## src/rtl/if_prefetch.sv

```systemverilog
// Instruction-fetch prefetch stage: owns the PC, issues sequential word
// fetches on a req/gnt/rvalid bus, buffers returned words in an in-order
// circular queue and presents them to decode with a valid/ready handshake.
// A jump from ex flushes the queue and marks every in-flight response as
// stale so it is dropped when it eventually returns.
module if_prefetch #(
  parameter logic [31:0] RESET_PC = 32'h0000_0000,
  parameter int unsigned QDEPTH   = 2,
  parameter logic [31:0] NOP_INST = 32'h0000_0013
) (
  input  logic        clk,
  input  logic        rst,
  input  logic        ex_jump_flag_i,
  input  logic [31:0] ex_jump_addr_i,
  output logic        req_o,
  output logic [31:0] req_addr_o,
  input  logic        gnt_i,
  input  logic        rvalid_i,
  input  logic [31:0] rdata_i,
  output logic        inst_valid_o,
  output logic [31:0] inst_o,
  output logic [31:0] inst_addr_o,
  input  logic        inst_ready_i
);

  localparam int unsigned PW = $clog2(QDEPTH);
  localparam int unsigned CW = $clog2(QDEPTH) + 1;
  localparam logic [CW:0] QDEPTH_W = (CW+1)'(QDEPTH);

  logic [31:0]   fetch_pc;
  logic [31:0]   resp_pc;
  logic [CW-1:0] count;
  logic [CW-1:0] count_nxt;
  logic [CW-1:0] outstanding;
  logic [CW-1:0] outstanding_nxt;
  logic [CW-1:0] discard;
  logic [PW-1:0] rd_ptr;
  logic [PW-1:0] wr_ptr;
  logic [31:0]   q_inst [QDEPTH];
  logic [31:0]   q_addr [QDEPTH];

  logic [CW:0]   credit_used;
  logic          credit_ok;
  logic          grant;
  logic          head_valid;
  logic          pop;
  logic          drop;
  logic          push;
  logic [31:0]   jump_target;

  // Masking instead of slicing keeps the ignored low bits of the target in use.
  assign jump_target = ex_jump_addr_i & ~32'h0000_0003;

  // A request is only issued while every queue slot is either free or not yet
  // claimed by an in-flight fetch, so a returning word always has room.
  assign credit_used = {1'b0, count} + {1'b0, outstanding};
  assign credit_ok   = credit_used < QDEPTH_W;
  assign req_o       = rst & credit_ok;
  assign req_addr_o  = fetch_pc;
  assign grant       = req_o & gnt_i;

  assign head_valid  = (count != '0);
  assign pop         = head_valid & inst_ready_i;
  assign drop        = rvalid_i & (discard != '0);
  assign push        = rvalid_i & (discard == '0) & ~ex_jump_flag_i;

  assign inst_valid_o = head_valid;
  assign inst_o       = head_valid ? q_inst[rd_ptr] : NOP_INST;
  assign inst_addr_o  = head_valid ? q_addr[rd_ptr] : 32'h0000_0000;

  // In-flight request count after this cycle's grant and response.
  always_comb begin
    outstanding_nxt = outstanding;
    if (grant && !rvalid_i) begin
      outstanding_nxt = outstanding + CW'(1);
    end else if (!grant && rvalid_i && (outstanding != '0)) begin
      outstanding_nxt = outstanding - CW'(1);
    end
  end

  // Queue occupancy after this cycle's push/pop; a jump empties it outright.
  always_comb begin
    count_nxt = count;
    if (ex_jump_flag_i) begin
      count_nxt = '0;
    end else begin
      case ({push, pop})
        2'b10:   count_nxt = count + CW'(1);
        2'b01:   count_nxt = count - CW'(1);
        default: count_nxt = count;
      endcase
    end
  end

  // Fetch PC and the address tag for the next accepted response.
  always_ff @(posedge clk or negedge rst) begin
    if (!rst) begin
      fetch_pc <= RESET_PC;
      resp_pc  <= RESET_PC;
    end else if (ex_jump_flag_i) begin
      fetch_pc <= jump_target;
      resp_pc  <= jump_target;
    end else begin
      if (grant) begin
        fetch_pc <= fetch_pc + 32'd4;
      end
      if (push) begin
        resp_pc <= resp_pc + 32'd4;
      end
    end
  end

  // In-flight and stale-response bookkeeping. On a jump every request still
  // in flight after this cycle (including one granted now) belongs to the
  // old stream, which is exactly the next outstanding count.
  always_ff @(posedge clk or negedge rst) begin
    if (!rst) begin
      outstanding <= '0;
      discard     <= '0;
    end else begin
      outstanding <= outstanding_nxt;
      if (ex_jump_flag_i) begin
        discard <= outstanding_nxt;
      end else if (drop) begin
        discard <= discard - CW'(1);
      end
    end
  end

  // Queue pointers and occupancy; pointer wrap relies on QDEPTH being a power of 2.
  always_ff @(posedge clk or negedge rst) begin
    if (!rst) begin
      count  <= '0;
      rd_ptr <= '0;
      wr_ptr <= '0;
    end else begin
      count <= count_nxt;
      if (ex_jump_flag_i) begin
        rd_ptr <= '0;
        wr_ptr <= '0;
      end else begin
        if (push) begin
          wr_ptr <= wr_ptr + PW'(1);
        end
        if (pop) begin
          rd_ptr <= rd_ptr + PW'(1);
        end
      end
    end
  end

  // Queue storage: instruction word plus the address it was fetched from.
  always_ff @(posedge clk or negedge rst) begin
    if (!rst) begin
      for (int i = 0; i < int'(QDEPTH); i++) begin
        q_inst[i] <= '0;
        q_addr[i] <= '0;
      end
    end else if (push) begin
      q_inst[wr_ptr] <= rdata_i;
      q_addr[wr_ptr] <= resp_pc;
    end
  end

endmodule
```

## config.mk

```make
export PLATFORM = sky130hd
export DESIGN_NAME = if_prefetch
export DESIGN_NICKNAME = d
export VERILOG_FILES = /design/src/rtl/if_prefetch.sv
export SDC_FILE = /design/constraint.sdc
export NUM_CORES = 1
export LEC_CHECK = 0
export ABC_AREA = 1
export BUFFER_PORTS_ARGS = -buffer_cell sky130_fd_sc_hd__buf_2
export CAP_MARGIN = 20
export CORE_MARGIN = 2
export CORE_UTILIZATION = 55
export CTS_CLUSTER_SIZE = 10
export DETAILED_ROUTE_END_ITERATION = 6
export PLACE_DENSITY = 0.87
export SLEW_MARGIN = 20
export SYNTH_ARGS = -nofsm -noshare
export SYNTH_HDL_FRONTEND = slang
export SYNTH_SLANG_ARGS = --single-unit
```

## constraint.sdc

```tcl
create_clock -name clk -period 2.3 [get_ports clk]
set_clock_uncertainty 0.05 [all_clocks]
set_input_delay 0 -clock clk [delete_from_list [all_inputs] [get_ports clk]]
set_output_delay 0 -clock clk [all_outputs]
set_load 0.05 [all_outputs]
```

Word level (Yosys, flattened, before mapping):

Cells that the tools add are included.

* flip-flop bits (word level): 200
* input bits: 70
* output and inout bits: 98
* logic and storage cells: 77

* add/sub/neg operators: 10
* $lt $le $gt $ge: 4
* equal/unequal tests: 2
* muxes and demuxes: 26
* bitwise logic cells: 9
* reductions and logical operators: 15

Operator list (count)
* two-way mux 32 bit: 13
* bitwise mux 64 bit: 2
* adder 32 x 3 -> 32 bit, second input constant: 2
* demux 32 bit (select 1 bit): 1
* nonzero test 2 bit: 7
* two-way mux 2 bit: 5
* bitwise AND 1 bit: 6
* subtractor 2 x 1 -> 2 bit, second input constant: 3
* adder 2 x 1 -> 2 bit, second input constant: 2
* greater-or-equal comparator 2 bit, second input constant: 2
* logical AND 1 bit: 4
* two-way mux 1 bit: 4
* NOT 1 -> 2 bit: 2
* case mux 2 bit (2 select lines): 1
* adder 2 x 2 -> 3 bit: 1
* less-than comparator 3 x 2 -> 1 bit, second input constant: 1
* nonzero test 3 bit: 1
* adder 1 bit, second input constant: 2
* == test 2 x 1 -> 1 bit, second input constant: 1
* == test 2 bit, second input constant: 1
* logical NOT 1 bit: 2
* logical NOT 2 bit: 1
* less-than comparator 2 x 1 -> 1 bit, second input constant: 1
* NOT 1 bit: 1

Depth between registers and ports, before layout:

* depth after elaboration: 10
* mapped depth: 12
* gate-level depth less buffers: 12

Worst setup path after synthesis:

OpenSTA, ideal clock, no wires.

* kind: register to output
* from: register count[0]
* to: output port req_o
* data arrival time: 2117 ps
* data required time: 2250 ps
* slack: 133 ps
* cell stages (with the launch flop): 5
* buffers on the path: 0
* cell sequence: dfrtp_1 -> nand2_1 -> inv_1 -> fa_1 -> nor3b_1

* longest elaborated chain between the ends: 3

RTL lines
* start, declared: line 32 `logic [CW-1:0] count;`
* start signal, assigned: line 137 `count <= count_nxt;`
* adder 2 x 2 -> 3 bit: line 56 `assign credit_used = {1'b0, count} + {1'b0, outstanding};`
* less-than comparator 3 x 2 -> 1 bit: line 57 `assign credit_ok = credit_used < QDEPTH_W;`
* bitwise AND 1 bit: line 58 `assign req_o = rst & credit_ok;`
* end, declared: line 15 `output logic req_o,`

No other way between the ends.

Worst setup path after layout:

* from: register count[0]
* to: register fetch_pc[5], in the netlist req_addr_o[5]

* longest elaborated chain between the ends: 5

RTL lines
* adder 2 x 2 -> 3 bit: line 56
* less-than comparator 3 x 2 -> 1 bit: line 57
* bitwise AND 1 bit: line 58
* bitwise AND 1 bit: line 60 `assign grant = req_o & gnt_i;`
* nonzero test 2 bit (no line)
* end signal, assigned: line 101 `fetch_pc <= jump_target;`
* end signal, assigned: line 105 `fetch_pc <= fetch_pc + 32'd4;`
* end, declared: line 30 `logic [31:0] fetch_pc;`

No other way between the ends.
A chain may end at the register's enable or synchronous reset.

==> impl_metrics.tcl <==
set metrics [dict create \
    outcome "completed" \
    crit_required_ns 2.56 \
    area_delta_synth_final_pct 22.1 \
    min_period_over_period 0.966 \
    drt-vias-per-instance 5.55 \
    nFillCells 1395 \
    r2r_setup_slack_ns 0.08 \
    cts_tree "done" \
    design.core.area_um2 18100 \
    clock_path_buffers 2 \
    grt_max_degree 174 \
    yosys.cell_types.count 38 \
    die_area_um2 19700 \
    die_height_um 140 \
    cp_max_fo 7 \
    die_w_um 140 \
    num_antenna_cells 0 \
    postRouteAntennaNets 0 \
    start_kind "flip-flop" \
    dp_hpwl_um 18900 \
    power_density_nw_per_um2 1210 \
    period_minus_slack_ns 2.22 \
    timing.hold.ws_ns 0.310 \
    drc 0 \
    worstSetupPathType "reg -> reg" \
    fin_tns_setup_ns 0 \
    cts.sinks 192 \
    yosys_warnings 0 \
    clk_pin_slew_ns 0.08 \
    maxSlewViolCount 0 \
    ys_seq_elements 192 \
    synth.area.top_cells "dfrtp_1 47%, nand2_1 19%, o21ai_0 5.3%" \
    yosysSeqAreaShare 0.470 \
    htree_num_levels 4 \
    ys.flop_type "dfrtp_1" \
    syn_inst 1391 \
    wl_per_cell_um 16.2 \
    synth_top_area_frac 0.470 \
    final_layout_size_suffix_gt1_frac 0.152 \
    clk-insertion-delay-late_ns 0.44 \
    track_usage 0.301 \
    yosysMostFrequentCell "nand2_1" \
    setup_viol 0 \
    max_slew.worst_pin.slew_ns 0.919 \
    avgSynthCellArea_um2 7.35 \
    final_core_util 0.690 \
    yosysTopAreaCell "dfrtp_1" \
    grt_pass1_wl_um 47800 \
    cp-end-kind "flip-flop" \
    vias 10200 \
    cts_root_buf "clkbuf_16" \
    async_reset_ff_frac 1.00 \
    p_leak_nw 6.18 \
    cts-buffers-inserted 17 \
    drt_pre_antenna_iters 5 \
    maxCapViolCount 0 \
    antenna_found_initial 0 \
    place.gp.congestion 0.937 \
    arrival_ns 2.49 \
    fin_ws_ns 0.0777 \
    hold_path.class "in -> reg" \
    wirelength_um 29700 \
    timing.final.hold_violations 0 \
    io_pins 168 \
    drtIter0Drc 1094 \
    pre_cts_ws_ns 0.0558 \
    grt_overflow 0 \
    start_util 0.565 \
    rows 49 \
    maxSlewHeadroom 0.385 \
    synth_area_um2 10200 \
    synth-edff-count 0 \
    grt_pass1_vias 9765 \
    final_nets 1671 \
    max_freq_mhz 450 \
    peakVddDrop_mv 0.582 \
    synthTopCellsByCount "510 x nand2_1, 192 x dfrtp_1, 136 x inv_1, 108 x o21ai_0, 89 x nor2_1" \
    portBuffers 161 \
]
==> flip-flops by register name, summed over array words and instances (netlist names) <==
register,flops
q_addr,60
wr_ptr,1
resp_pc,30
discard,2
outstanding,2
req_addr_o,30
q_inst,64
rd_ptr,1
count,2
==> area by class of cell <==
class / instances / area, um2 / share of cell area
Clock buffer: 19 / 443 / 0.0355
Multi-Input combinational cell: 999 / 4590 / 0.368
Clock inverter: 13 / 128 / 0.0102
Sequential cell: 192 / 4810 / 0.385
Tap cell: 229 / 287 / 0.0230
Timing Repair Buffer: 247 / 1700 / 0.136
Inverter: 139 / 526 / 0.0421
==> stage by stage <==
stage          area, um2  total power [mW]  std cells
6_report           12500              15.1       1838
3_3_place_gp       11200              11.7       1735
4_1_cts            12400              14.9       1835
5_1_grt            12500              15.9       1838
3_5_place_dp       11200              11.9       1735
2_1_floorplan      10200              10.3       1394
==> cells by family (layout without fill, tap and decap cells) <==
| logic type | after synthesis | in the layout | share of synthesized area |
|---|---|---|---|
| fa+ha+maj | 5 | 5 | 0.00686 |
| xor+xnor | 21 | 21 | 0.0180 |
| other cells | 1 | 4 | 0.000367 |
| compound gates | 260 | 260 | 0.135 |
| buf+inv | 203 | 418 | 0.0850 |
| simple gates | 709 | 709 | 0.285 |
| flops | 192 | 192 | 0.470 |
==> timing repair <==
action                                 CTS  global route
hold buffers                            68             0
resized for setup                        0             5
setup endpoints to repair                0            14
endpoints found under the hold margin  323             0
setup buffers                            0             3
==> path summary, 6_finish.rpt <==
path,start,endpoint,cells past startpoint
setup / recovery,count[0],req_addr_o[5],10
min in group asynchronous,rst,resp_pc[5],3
max in group asynchronous,rst,q_addr[40],3
hold / removal,rdata_i[26],q_inst[58],4
setup reg to reg,count[0],req_addr_o[5],10
hold reg to reg,q_addr[30],q_addr[30],2
==> power breakdown <==
group | internal (mW) | switching [mW] | total, mW | leakage, nW
Combinational | 1.80 | 4.83 | 6.62 | 3.48
Sequential | 4.63 | 0.944 | 5.58 | 2.43
Clock | 1.55 | 1.37 | 2.91 | 0.275
==> cell usage in the layout, fill, tap and decap left out, types with 3 or more instances in the layout <==
master	instances
nand2_1	509
dfrtp_1	191
buf_2	161
inv_1	135
o21ai_0	108
nor2_1	87
a21oi_1	70
dlygate4sd3_1	68
nand3_1	62
o21ai_1	53
xor2_1	19
clkbuf_16	17
nor3_1	11
buf_4	11
nand4_1	10
o211ai_1	10
nor2_2	6
nor2_4	6
buf_12	6
o21bai_1	5
o221ai_1	5
nand2_2	4
nand3_2	4
clkinvlp_4	4
ha_1	4
conb_1	4
nand2_4	3
inv_2	3
a31oi_1	3
o21ai_2	3
inv_8	3
clkinv_2	3
==> critical path, cell delays in order (launching register included) <==
cell	delay [ns]
dfrtp_1	0.43
nand2_1	0.09
inv_1	0.05
fa_1	0.48
nor2_2	0.19
nand3_4	0.15
nand2_4	0.12
clkinvlp_4	0.17
buf_2	0.22
nand2_1	0.06
o211ai_1	0.08
==> layer usage <==
layer,share of wire,track usage,vias to the layer above
li1,-,-,4828
met1,0.42,0.412,4818
met2,0.47,0.492,484
met3,0.082,0.0544,63
met4,0.027,0.0968,0
met5,0,0,-
Power figures use the tool's default switching activity.
